**src/rtl/dds_cmd_parser.sv**
```systemverilog
// dds_cmd_parser: frames, checksums and decodes UART command bytes, then
// commits frequency, phase and mode words to the DDS holding registers.
module dds_cmd_parser #(
  parameter int unsigned TIMEOUT_CYCLES = 50000,
  parameter logic [7:0]  HEADER         = 8'hAA
) (
  input  logic        Clk,
  input  logic        Reset_n,
  input  logic [7:0]  Rx_Data,
  input  logic        Rx_Done,
  output logic [1:0]  Mode_Sel,
  output logic [31:0] Fword,
  output logic [11:0] Pword,
  output logic        Cmd_Valid,
  output logic        Cmd_Err,
  output logic [1:0]  Err_Code
);

  localparam int unsigned    TW     = $clog2(TIMEOUT_CYCLES);
  localparam logic [TW-1:0]  T_LAST = TW'(TIMEOUT_CYCLES - 1);

  localparam logic [1:0] S_IDLE = 2'd0;
  localparam logic [1:0] S_CMD  = 2'd1;
  localparam logic [1:0] S_DATA = 2'd2;
  localparam logic [1:0] S_CHK  = 2'd3;

  localparam logic [7:0] CMD_FREQ  = 8'h01;
  localparam logic [7:0] CMD_PHASE = 8'h02;
  localparam logic [7:0] CMD_MODE  = 8'h03;

  logic [1:0]    state_q;
  logic [7:0]    cmd_q;
  logic [7:0]    sum_q;
  logic [1:0]    cnt_q;
  logic [31:0]   shadow_q;
  logic [TW-1:0] tcnt_q;
  logic          timeout;

  // A strobe in the terminal count cycle takes priority over the timeout
  assign timeout = (state_q != S_IDLE) && !Rx_Done && (tcnt_q == T_LAST);

  // Inter-byte timer: runs only inside a frame, restarts on every byte
  always_ff @(posedge Clk or negedge Reset_n) begin
    if (!Reset_n) begin
      tcnt_q <= '0;
    end else if (Rx_Done || (state_q == S_IDLE) || timeout) begin
      tcnt_q <= '0;
    end else begin
      tcnt_q <= tcnt_q + TW'(1);
    end
  end

  // Frame state machine with command latch, running sum and payload shadow
  always_ff @(posedge Clk or negedge Reset_n) begin
    if (!Reset_n) begin
      state_q  <= S_IDLE;
      cmd_q    <= '0;
      sum_q    <= '0;
      cnt_q    <= '0;
      shadow_q <= '0;
    end else if (timeout) begin
      state_q <= S_IDLE;
    end else if (Rx_Done) begin
      case (state_q)
        S_IDLE: begin
          if (Rx_Data == HEADER) state_q <= S_CMD;
        end
        S_CMD: begin
          cmd_q   <= Rx_Data;
          sum_q   <= Rx_Data;
          cnt_q   <= '0;
          state_q <= S_DATA;
        end
        S_DATA: begin
          shadow_q <= {shadow_q[23:0], Rx_Data};
          sum_q    <= sum_q + Rx_Data;
          cnt_q    <= cnt_q + 2'd1;
          if (cnt_q == 2'd3) state_q <= S_CHK;
        end
        default: begin
          state_q <= S_IDLE;
        end
      endcase
    end
  end

  // Commit or reject on the checksum byte; outputs move only here
  always_ff @(posedge Clk or negedge Reset_n) begin
    if (!Reset_n) begin
      Mode_Sel  <= '0;
      Fword     <= '0;
      Pword     <= '0;
      Cmd_Valid <= 1'b0;
      Cmd_Err   <= 1'b0;
      Err_Code  <= '0;
    end else begin
      Cmd_Valid <= 1'b0;
      Cmd_Err   <= 1'b0;
      if (timeout) begin
        Cmd_Err  <= 1'b1;
        Err_Code <= 2'd3;
      end else if ((state_q == S_CHK) && Rx_Done) begin
        if (Rx_Data != sum_q) begin
          Cmd_Err  <= 1'b1;
          Err_Code <= 2'd1;
        end else begin
          case (cmd_q)
            CMD_FREQ: begin
              Fword     <= shadow_q;
              Cmd_Valid <= 1'b1;
            end
            CMD_PHASE: begin
              Pword     <= shadow_q[11:0];
              Cmd_Valid <= 1'b1;
            end
            CMD_MODE: begin
              Mode_Sel  <= shadow_q[1:0];
              Cmd_Valid <= 1'b1;
            end
            default: begin
              Cmd_Err  <= 1'b1;
              Err_Code <= 2'd2;
            end
          endcase
        end
      end
    end
  end

endmodule

```
**config.mk**
```make
export PLATFORM = sky130hd
export DESIGN_NAME = dds_cmd_parser
export DESIGN_NICKNAME = d
export VERILOG_FILES = /design/src/rtl/dds_cmd_parser.sv
export SDC_FILE = /design/constraint.sdc
export NUM_CORES = 1
export LEC_CHECK = 0
export CAP_MARGIN = 20
export CORE_UTILIZATION = 35
export CTS_BUF_LIST = sky130_fd_sc_hd__clkbuf_8
export DETAILED_ROUTE_END_ITERATION = 8
export PLACE_DENSITY_LB_ADDON = 0.08
export RECOVER_POWER = 100
export SLEW_MARGIN = 20
export SYNTH_ARGS = -nofsm -noshare
export SYNTH_HDL_FRONTEND = slang
export SYNTH_SLANG_ARGS = --single-unit
```
**constraint.sdc**
```tcl
create_clock -name Clk -period 2.29 [get_ports Clk]
set_clock_uncertainty 0.1 [all_clocks]
set_input_delay 0.458 -clock Clk [delete_from_list [all_inputs] [get_ports Clk]]
set_output_delay 0.458 -clock Clk [all_outputs]
set_load 0.05 [all_outputs]
```
## After elaboration in Yosys (flattened, before gate mapping)

Index checks and enable logic that the tools add are counted.

| storage, ports and cells | value |
|---|---|
| bits in registers | 118 |
| input port bits | 11 |
| output and inout port bits | 50 |
| logic and storage cells | 70 |

| operators by class | value |
|---|---|
| add/sub/neg operators | 3 |
| equal/unequal tests | 13 |
| mux-type cells | 20 |
| bitwise gates (word level) | 2 |
| reduce and logical (&&, ||, !) cells | 20 |

Operators by type and width:

| kind | number |
|---|---|
| 16-bit by 1-bit adder with 16-bit output, second input constant | 1 |
| 16-bit equality test, second input constant | 1 |
| 8-bit by 2-bit equality test with 1-bit output, second input constant | 2 |
| 16-bit 2-to-1 mux | 1 |
| 2-bit 2-to-1 mux | 8 |
| 8-bit one-hot mux with 2 select lines | 1 |
| 3-bit AND reduction | 4 |
| 4-bit AND reduction | 3 |
| 8-bit adder | 1 |
| 8-bit by 1-bit equality test with 1-bit output, second input constant | 1 |
| 8-bit equality test, second input constant | 1 |
| 1-bit 2-to-1 mux | 8 |
| 8-bit inequality test | 1 |
| 2-bit nonzero test | 4 |
| 2-bit equality test, second input constant | 3 |
| 2-bit one-hot mux with 3 select lines | 1 |
| 2-bit one-hot mux with 2 select lines | 1 |
| 1-bit logical AND | 3 |
| 3-bit by 1-bit inequality test with 1-bit output, second input constant | 1 |
| 3-bit by 2-bit inequality test with 1-bit output, second input constant | 1 |
| 3-bit inequality test, second input constant | 1 |
| 3-bit OR reduction | 1 |
| 2-bit by 1-bit adder with 2-bit output, second input constant | 1 |
| 2-bit by 1-bit equality test with 1-bit output, second input constant | 1 |
| other kinds (5) | 7 |

## Longest topological paths before layout

Gate-level depths: netlist (run 1).

| depth | value |
|---|---|
| depth in word-level cells | 6 |
| gate-level depth with buffers | 9 |
| depth with buffers taken out | 9 |

## Least setup slack after synthesis (run 1)

No wires, ideal clock.

| path | value |
|---|---|
| path type | in2reg |
| from | input port Rx_Data[2] |
| to | register Fword[0] |
| library setup time | 0.125 ns |
| data arrival time | 2.168 ns |
| data required time | 2.065 ns |
| slack | -0.103 ns |
| stages | 8 |
| path buffers | 1 |
| cell sequence | ha_1 nor4_1 and3_1 nor3b_4 nand2_2 nor2_8 buf_12 mux2_4 |

| between the ends | value |
|---|---|
| word-level cells in the longest chain between the ends | 3 |

RTL lines:

| what | line | source |
|---|---|---|
| start: declaration | 9 | `input logic [7:0] Rx_Data,` |
| 8-bit inequality test | 103 | `if (Rx_Data != sum_q) begin` |
| 1-bit NOT (no line) | n/a |  |
| 4-bit AND reduction (no line) | n/a |  |
| end signal: assignment | 109 | `Fword <= shadow_q;` |
| end: declaration | 12 | `output logic [31:0] Fword,` |

No other way between the ends.
A chain may end at the register's enable or synchronous reset.

## Worst setup path after layout (run 1)

| path | value |
|---|---|
| from | register sum_q[1] |
| to | register Pword[11] |

| between the ends | value |
|---|---|
| word-level cells in the longest chain between the ends | 3 |

RTL lines:

| what | line | source |
|---|---|---|
| start: declaration | 33 | `logic [7:0] sum_q;` |
| start signal: assignment | 70 | `sum_q <= Rx_Data;` |
| start signal: assignment | 76 | `sum_q <= sum_q + Rx_Data;` |
| 8-bit inequality test | 103 |  |
| 1-bit NOT (no line) | n/a |  |
| 4-bit AND reduction (no line) | n/a |  |
| end signal: assignment | 113 | `Pword <= shadow_q[11:0];` |
| end: declaration | 13 | `output logic [11:0] Pword,` |

No other way between the ends.

==> results.tsv, run 1 <==
stage	metric	value	unit
layout	drive_gt1_share	33.52	%
global_routing	grt_use_total	15.44	%
yosys	yosys-top-cells-area	dfrtp_1 (56%), mux2_2 (12%), mux2_4 (8.5%)	
yosys	syn_inst	395	
cts	insertion_delay	440	ps
cts	cts.clk_slew.worst_paths	70	ps
worst_setup_path	critPathLaunch	sum_q[1]$_DFFE_PN0P_	
outcome	status	finished, violations left	
yosys	ys_warn_count	0	
sta	setup_ws	-124.4	ps
global_routing	grt_start_max_net_pins	47	
sta	final-max-slew-violation-count	0	
worst_setup_path	crit_buf_inv	2	
floorplanning	rows	44	
min_path	min_path_type	register to register	
cts	cts_tree	yes	
sta	fin_crit_sh	105.4	%
detailed_routing	routed_wl	11100	um
floorplanning	die_h	124.8	um
sta	slew_headroom	44.03	%
sta	hold_viol	0	
worst_setup_path	criticalPathCategory	register to register	
yosys	async_reset_ff_share	100.0	%
sta	tightest_slew	839.5	ps
worst_setup_path	endpoint	Pword[11]$_DFFE_PN0P_	
detailed_routing	num_vias	3363	
yosys	yosysTopAreaCell	dfrtp_1	
detailed_routing	first_iter_violations	142	
worst_setup_path	path_delay_family	simple AND/OR/NAND/NOR gates	
floorplanning	die_area	15570	um^2
worst_setup_path	path_cells	ha_4 > nor4_2 > and3_1 > nor3b_4 > buf_4 > nand2_4 > nor2_4 > clkbuf_16 > mux2_4	
worst_setup_path	cp.depth	9	
outcome	failed_checks	design-rule violations, negative setup slack	
sta	rsz0062_at_grt	true	
worst_setup_path	r2r_cells	9	
sta	setup_viol	39	
placed_design	io_buffers	60	
yosys	syn_area_per_cell	13.35	um^2
layout	nNetsFinal	534	
worst_setup_path	cp_data_arrival_time	2630	ps
worst_setup_path	cp.required	2510	ps
worst_setup_path	cp-start-kind	register	
yosys	seq_area_frac_synth	55.98	%
min_path	worstHoldStart	tcnt_q[0]$_DFF_PN0_	
detailed_routing	drtPass1Iterations	6	
cts	root_buffer	clkbuf_8	
power	finalPower	7.069	mW
yosys	ys_types	47	
layout	syn2layout_area_growth	34.13	%
sta	period_needed	2414	ps
detailed_routing	avgViaCountPerCell	4.763	
placed_design	dp_hpwl	7450	um
detailed_routing	drc	16	
sta	setup-tns-final	-3805	ps
yosys	synth_area	5275	um^2
worst_setup_path	r2r_start	sum_q[1]$_DFFE_PN0P_	
cts	numCtsBuffers	17	
worst_setup_path	worstPathMaxFanout	6	
cts	cts.path.max_buffers	2	
power	leakage	3.199	nW
worst_setup_path	critPathCaptureType	register	
detailed_routing	wl_per_cell	15.72	um
power	vdd.ir_drop.worst	0.4708	mV
detailed_routing	antenna_left	0	
global_routing	antenna_found_initial	0	
yosys	ys_dominant_reg_cell	dfrtp_1	
global_routing	grt_overflow	0	
worst_setup_path	reg2reg_to	Pword[11]$_DFFE_PN0P_	
yosys	synth_nets	420	
worst_setup_path	slowest_stage	dfrtp_1	
floorplanning	core	14640	um^2
power	powerDensity	999.0	nW/um^2
floorplanning	die_w	124.8	um
placed_design	gp_congestion	0.8175	
job	cap_viol_max_count	0	
floorplanning	start_util	36.02	%
floorplanning	ioPinCount	61	
layout	fillers	1286	
worst_setup_path	cpPeakStageDelay	410	ps
cts	htree_levels	4	
yosys	synth_top_area_share	55.98	%
cts	cts.sink_count	118	
layout	antenna_cells	0	
sta	fmax	0.4142	GHz
global_routing	grt_pass1_wl	18310	um
worst_setup_path	reg2reg_slack	-120	ps
global_routing	first_global_vias	3426	
yosys	yosys_register_bits	118	
yosys	synth_edf_count	0	
==> worst register-to-register path: stages (launching register included) <==
cell	delay, ps
dfrtp_1	410
ha_4	230
nor4_2	270
and3_1	230
nor3b_4	220
buf_4	160
nand2_4	50
nor2_4	150
clkbuf_16	180
mux2_4	300
==> power breakdown <==
| part | switching, mW | internal, mW |
|---|---|---|
| sequential | 0.419 | 2.57 |
| clock | 0.823 | 1.35 |
| combinational | 0.885 | 1.02 |
| total | 2.13 | 4.94 |
==> metal layers <==
| layer | up-vias | part of all wire (%) | GRT usage [%] |
|---|---|---|---|
| met5 | - | 0 | 0 |
| met3 | 17 | 3.4 | 4.167 |
| met2 | 62 | 45 | 23.10 |
| met1 | 1657 | 50 | 20.83 |
| met4 | 0 | 1.9 | 6.972 |
| li1 | 1627 | - | - |
==> stage by stage <==
step	hold slack, ps	util, %	instance area (um^2)	instances	setup slack [ps]
final	388.0	48.32	7076	706	-124.4
after global routing	408.2	48.32	7076	706	-220.6
after CTS	393.4	47.98	7027	700	-117.8
after detailed placement	351.9	43.96	6437	663	-665.4
after global placement	341.8	43.96	6437	663	-651.0
after floorplan	62.41	-	5350	395	5.610
==> placed cells by master (no fill, tap or decap), drive strengths merged, types with 4 or more instances in the layout <==
cell type,Yosys,final
dfrtp,118,118
mux2,85,85
clkdlybuf4s50,0,52
buf,8,40
nand2,31,31
clkbuf,5,31
nor2,30,30
o21ai,17,17
ha,13,13
inv,7,9
xnor2,9,9
mux2i,9,9
a21oi,9,9
xor2,6,6
dlygate4sd2,0,6
and3,5,5
nand4,5,5
nor3,5,5
nand3,4,4
bufinv,0,4
==> what timing repair did <==
action                                  CTS  global route
setup buffers                             3             4
gates resized for setup                  21             8
hold endpoints to repair                 31             0
hold buffers                              1             0
endpoints found under the setup margin   45            47
cloned                                    1             3
pin swaps                                 3             3
==> kinds of logic after synthesis <==
group,count (synthesis),share of synthesized area (%)
adder cells (fa/ha/maj),14,3.463
AND/OR/NAND/NOR,96,9.227
flip-flops,118,55.98
XOR/XNOR,15,2.491
multiplexers,94,21.99
buffers and inverters,20,2.514
AO/OA/AOI/OAI,38,4.341
==> final cells by class <==
class,count,area [um^2],area share (%)
Inverter,7,26.28,0.3714
Multi-Input combinational cell,257,2341,33.09
Tap cell,184,230.2,3.254
Timing Repair Buffer,108,1062,15.01
Clock inverter,9,146.4,2.069
Clock buffer,23,316.6,4.474
Sequential cell,118,2953,41.73
==> worst min-delay path by stage <==
stage,end,slack (ps),cells after the start
after floorplan,Cmd_Err$_DFF_PN0_,60,0
after global placement,Fword[27]$_DFFE_PN0P_,340,1
after detailed placement,Fword[19]$_DFFE_PN0P_,350,1
after CTS,tcnt_q[0]$_DFF_PN0_,390,1
after global routing,Fword[31]$_DFFE_PN0P_,410,1
final,tcnt_q[0]$_DFF_PN0_,390,1
==> synth_stat cells, types with 2 or more instances <==
cell type	number
nand2_1	30
o21bai_1	2
nand3_1	4
nand4_1	5
nor3b_1	2
mux2_2	55
a21oi_1	9
or3_1	3
o21ai_0	17
xor2_1	6
clkbuf_1	5
and3_1	5
nor3_1	5
dfrtp_1	118
nor2_1	28
buf_1	3
nand2b_1	2
nor4_1	2
mux2i_1	9
mux2_4	30
buf_12	3
ha_1	13
xnor2_1	9
inv_1	7
==> sequential cells by signal, summed over array words and instances, names as in the netlist <==
register	flops
Cmd_Valid	1
Pword	12
Err_Code	2
sum_q	8
Mode_Sel	2
Cmd_Err	1
cmd_q	8
Fword	32
state_q	2
tcnt_q	16
cnt_q	2
shadow_q	32
No activity file was read; power rests on OpenSTA's default activity.
==> run 2, diff against run 1 <==
- CORE_UTILIZATION: 35 -> 52
==> results.tsv, run 2 (synthesized netlist as in run 1, its figures left out) <==
stage	metric	value	unit	change
layout	antenna_cells	0		unchanged
placed_design	gp_congestion	0.8602		+5.2%
outcome	failed_checks	negative setup slack		
detailed_routing	wl_per_cell	16.58	um	+5.5%
sta	fmax	0.3993	GHz	-3.6%
sta	setup_viol	46		+18%
global_routing	grt_overflow	0		unchanged
min_path	min_path_type	register to register		
detailed_routing	avgViaCountPerCell	5.283		+11%
sta	setup-tns-final	-6717	ps	-2912 ps
global_routing	grt_use_total	22.38	%	+6.9 points
cts	cts_tree	yes		
detailed_routing	first_iter_violations	84		-41%
floorplanning	die_area	10550	um^2	-32%
cts	insertion_delay	430	ps	about the same
sta	hold_viol	0		unchanged
detailed_routing	antenna_left	0		unchanged
cts	cts.path.max_buffers	2		unchanged
floorplanning	rows	36		-18%
layout	nNetsFinal	533		-0.19%
outcome	status	finished, violations left		
cts	root_buffer	clkbuf_8		
layout	fillers	708		-45%
sta	rsz0062_at_grt	true		
sta	fin_crit_sh	109.4	%	+3.9 points
worst_setup_path	cp-start-kind	primary input		
job	cap_viol_max_count	0		unchanged
layout	layout.core_utilization	70.37	%	+22 points
power	leakage	3.154	nW	-1.4%
detailed_routing	drtPass1Iterations	4		-2
cts	htree_levels	4		unchanged
detailed_routing	num_vias	3450		+2.6%
worst_setup_path	reg2reg_to	Fword[22]$_DFFE_PN0P_		
floorplanning	die_h	102.7	um	-18%
placed_design	io_buffers	60		unchanged
sta	tightest_slew	833.5	ps	-6.023 ps
global_routing	grt_pass1_wl	17350	um	-5.2%
sta	period_needed	2504	ps	+90.00 ps
sta	slew_headroom	44.43	%	+0.40 points
worst_setup_path	r2r_cells	8		-1
floorplanning	ioPinCount	61		unchanged
global_routing	grt_start_max_net_pins	39		-17%
worst_setup_path	endpoint	Fword[22]$_DFFE_PN0P_		
cts	cts.clk_slew.worst_paths	70	ps	about the same
worst_setup_path	reg2reg_slack	-180	ps	-60 ps
global_routing	first_global_vias	3488		+1.8%
detailed_routing	drc	0		-16
sta	final-max-slew-violation-count	0		unchanged
power	powerDensity	987.2	nW/um^2	-1.2%
layout	syn2layout_area_growth	31.00	%	
floorplanning	die_w	102.7	um	-18%
cts	cts.sink_count	118		unchanged
global_routing	antenna_found_initial	0		unchanged
layout	final_area	6910	um^2	-2.3%
power	vdd.ir_drop.worst	0.7398	mV	+57%
worst_setup_path	cp_data_arrival_time	2710	ps	+80 ps
floorplanning	start_util	53.72	%	+18 points
layout	fin_cells	653		-7.5%
worst_setup_path	critPathCaptureType	register		
worst_setup_path	cp.required	2500	ps	about the same
worst_setup_path	worstPathMaxFanout	6		unchanged
sta	setup_ws	-214.4	ps	-90.00 ps
detailed_routing	routed_wl	10830	um	-2.4%
placed_design	place_area	6351	um^2	-1.3%
placed_design	dp_slack	-730.1	ps	-64.71 ps
layout	layout_commonest_cell	dfrtp_1		
worst_setup_path	criticalPathCategory	primary input to register		
worst_setup_path	critPathLaunch	Rx_Data[6]		
layout	mostFrequentLayoutCells	dfrtp_1 (118), clkdlybuf4s50_1 (53), mux2_4 (44)		
layout	drive_gt1_share	32.88	%	-0.64 points
placed_design	dp_hpwl	7248	um	-2.7%
floorplanning	core	9819	um^2	-33%
cts	numCtsBuffers	17		unchanged
layout	reg_top3	Fword x32, shadow_q x32, tcnt_q x16		
worst_setup_path	r2r_start	sum_q[1]$_DFFE_PN0P_		
placed_design	dp_cells	614		-7.4%
run 2: layout make-up:
type	instances	area [um^2]	share of cell area (%)
Tap cell	133	166.4	2.408
Inverter	7	26.28	0.3802
Timing Repair Buffer	107	1016	14.70
Multi-Input combinational cell	257	2350	34.00
Clock buffer	19	261.5	3.784
Sequential cell	118	2953	42.73
Clock inverter	12	137.6	1.992
run 2: worst min-delay path by stage:
stage	cells past startpoint	slack, ps	from	to
2_1_floorplan	0	60	Reset_n	Cmd_Err$_DFF_PN0_
5_1_grt	1	410	tcnt_q[0]$_DFF_PN0_	tcnt_q[0]$_DFF_PN0_
4_1_cts	1	390	tcnt_q[0]$_DFF_PN0_	tcnt_q[0]$_DFF_PN0_
3_3_place_gp	1	330	Reset_n	shadow_q[25]$_DFFE_PN0P_
3_5_place_dp	1	330	Reset_n	shadow_q[25]$_DFFE_PN0P_
6_report	1	380	tcnt_q[0]$_DFF_PN0_	tcnt_q[0]$_DFF_PN0_
run 2: routing by layer:
layer / part of all wire [%] / vias up / global-route usage, %
met3: 4.1 / 16 / 6.576
met2: 50 / 75 / 36.46
li1: - / 1620 / -
met5: 0 / - / 0
met1: 45 / 1739 / 28.57
met4: 1.2 / 0 / 7.802
run 2: critical path: stages:
cell	delay [ps]
clkdlybuf4s50_1	430
ha_1	340
nor3_1	150
and3_4	230
nor3b_4	200
nand2_2	110
nor2_8	260
clkbuf_16	210
mux2_4	310
run 2: repair_timing:
action | CTS | global route
setup endpoints to repair | 46 | 46
pin swaps | 6 | 6
cloned | 1 | 2
hold buffers | 1 | 0
setup buffers | 2 | 3
resized for setup | 27 | 4
hold endpoints to repair | 28 | 0
run 2: power breakdown:
group	internal (mW)	switching, mW	leakage (nW)
logic	1.02	0.900	1.39
clock network	1.11	0.798	0.215
registers	2.57	0.426	1.55
total	4.70	2.12	3.15
run 2: per-stage QoR:
stage / total power [mW] / hold slack (ps)
global route: 7.245 / 411.3
floorplan: 4.219 / 62.41
finish: 6.822 / 384.4
detailed placement: 4.887 / 327.6
global placement: 4.800 / 330.9
CTS: 6.845 / 388.2
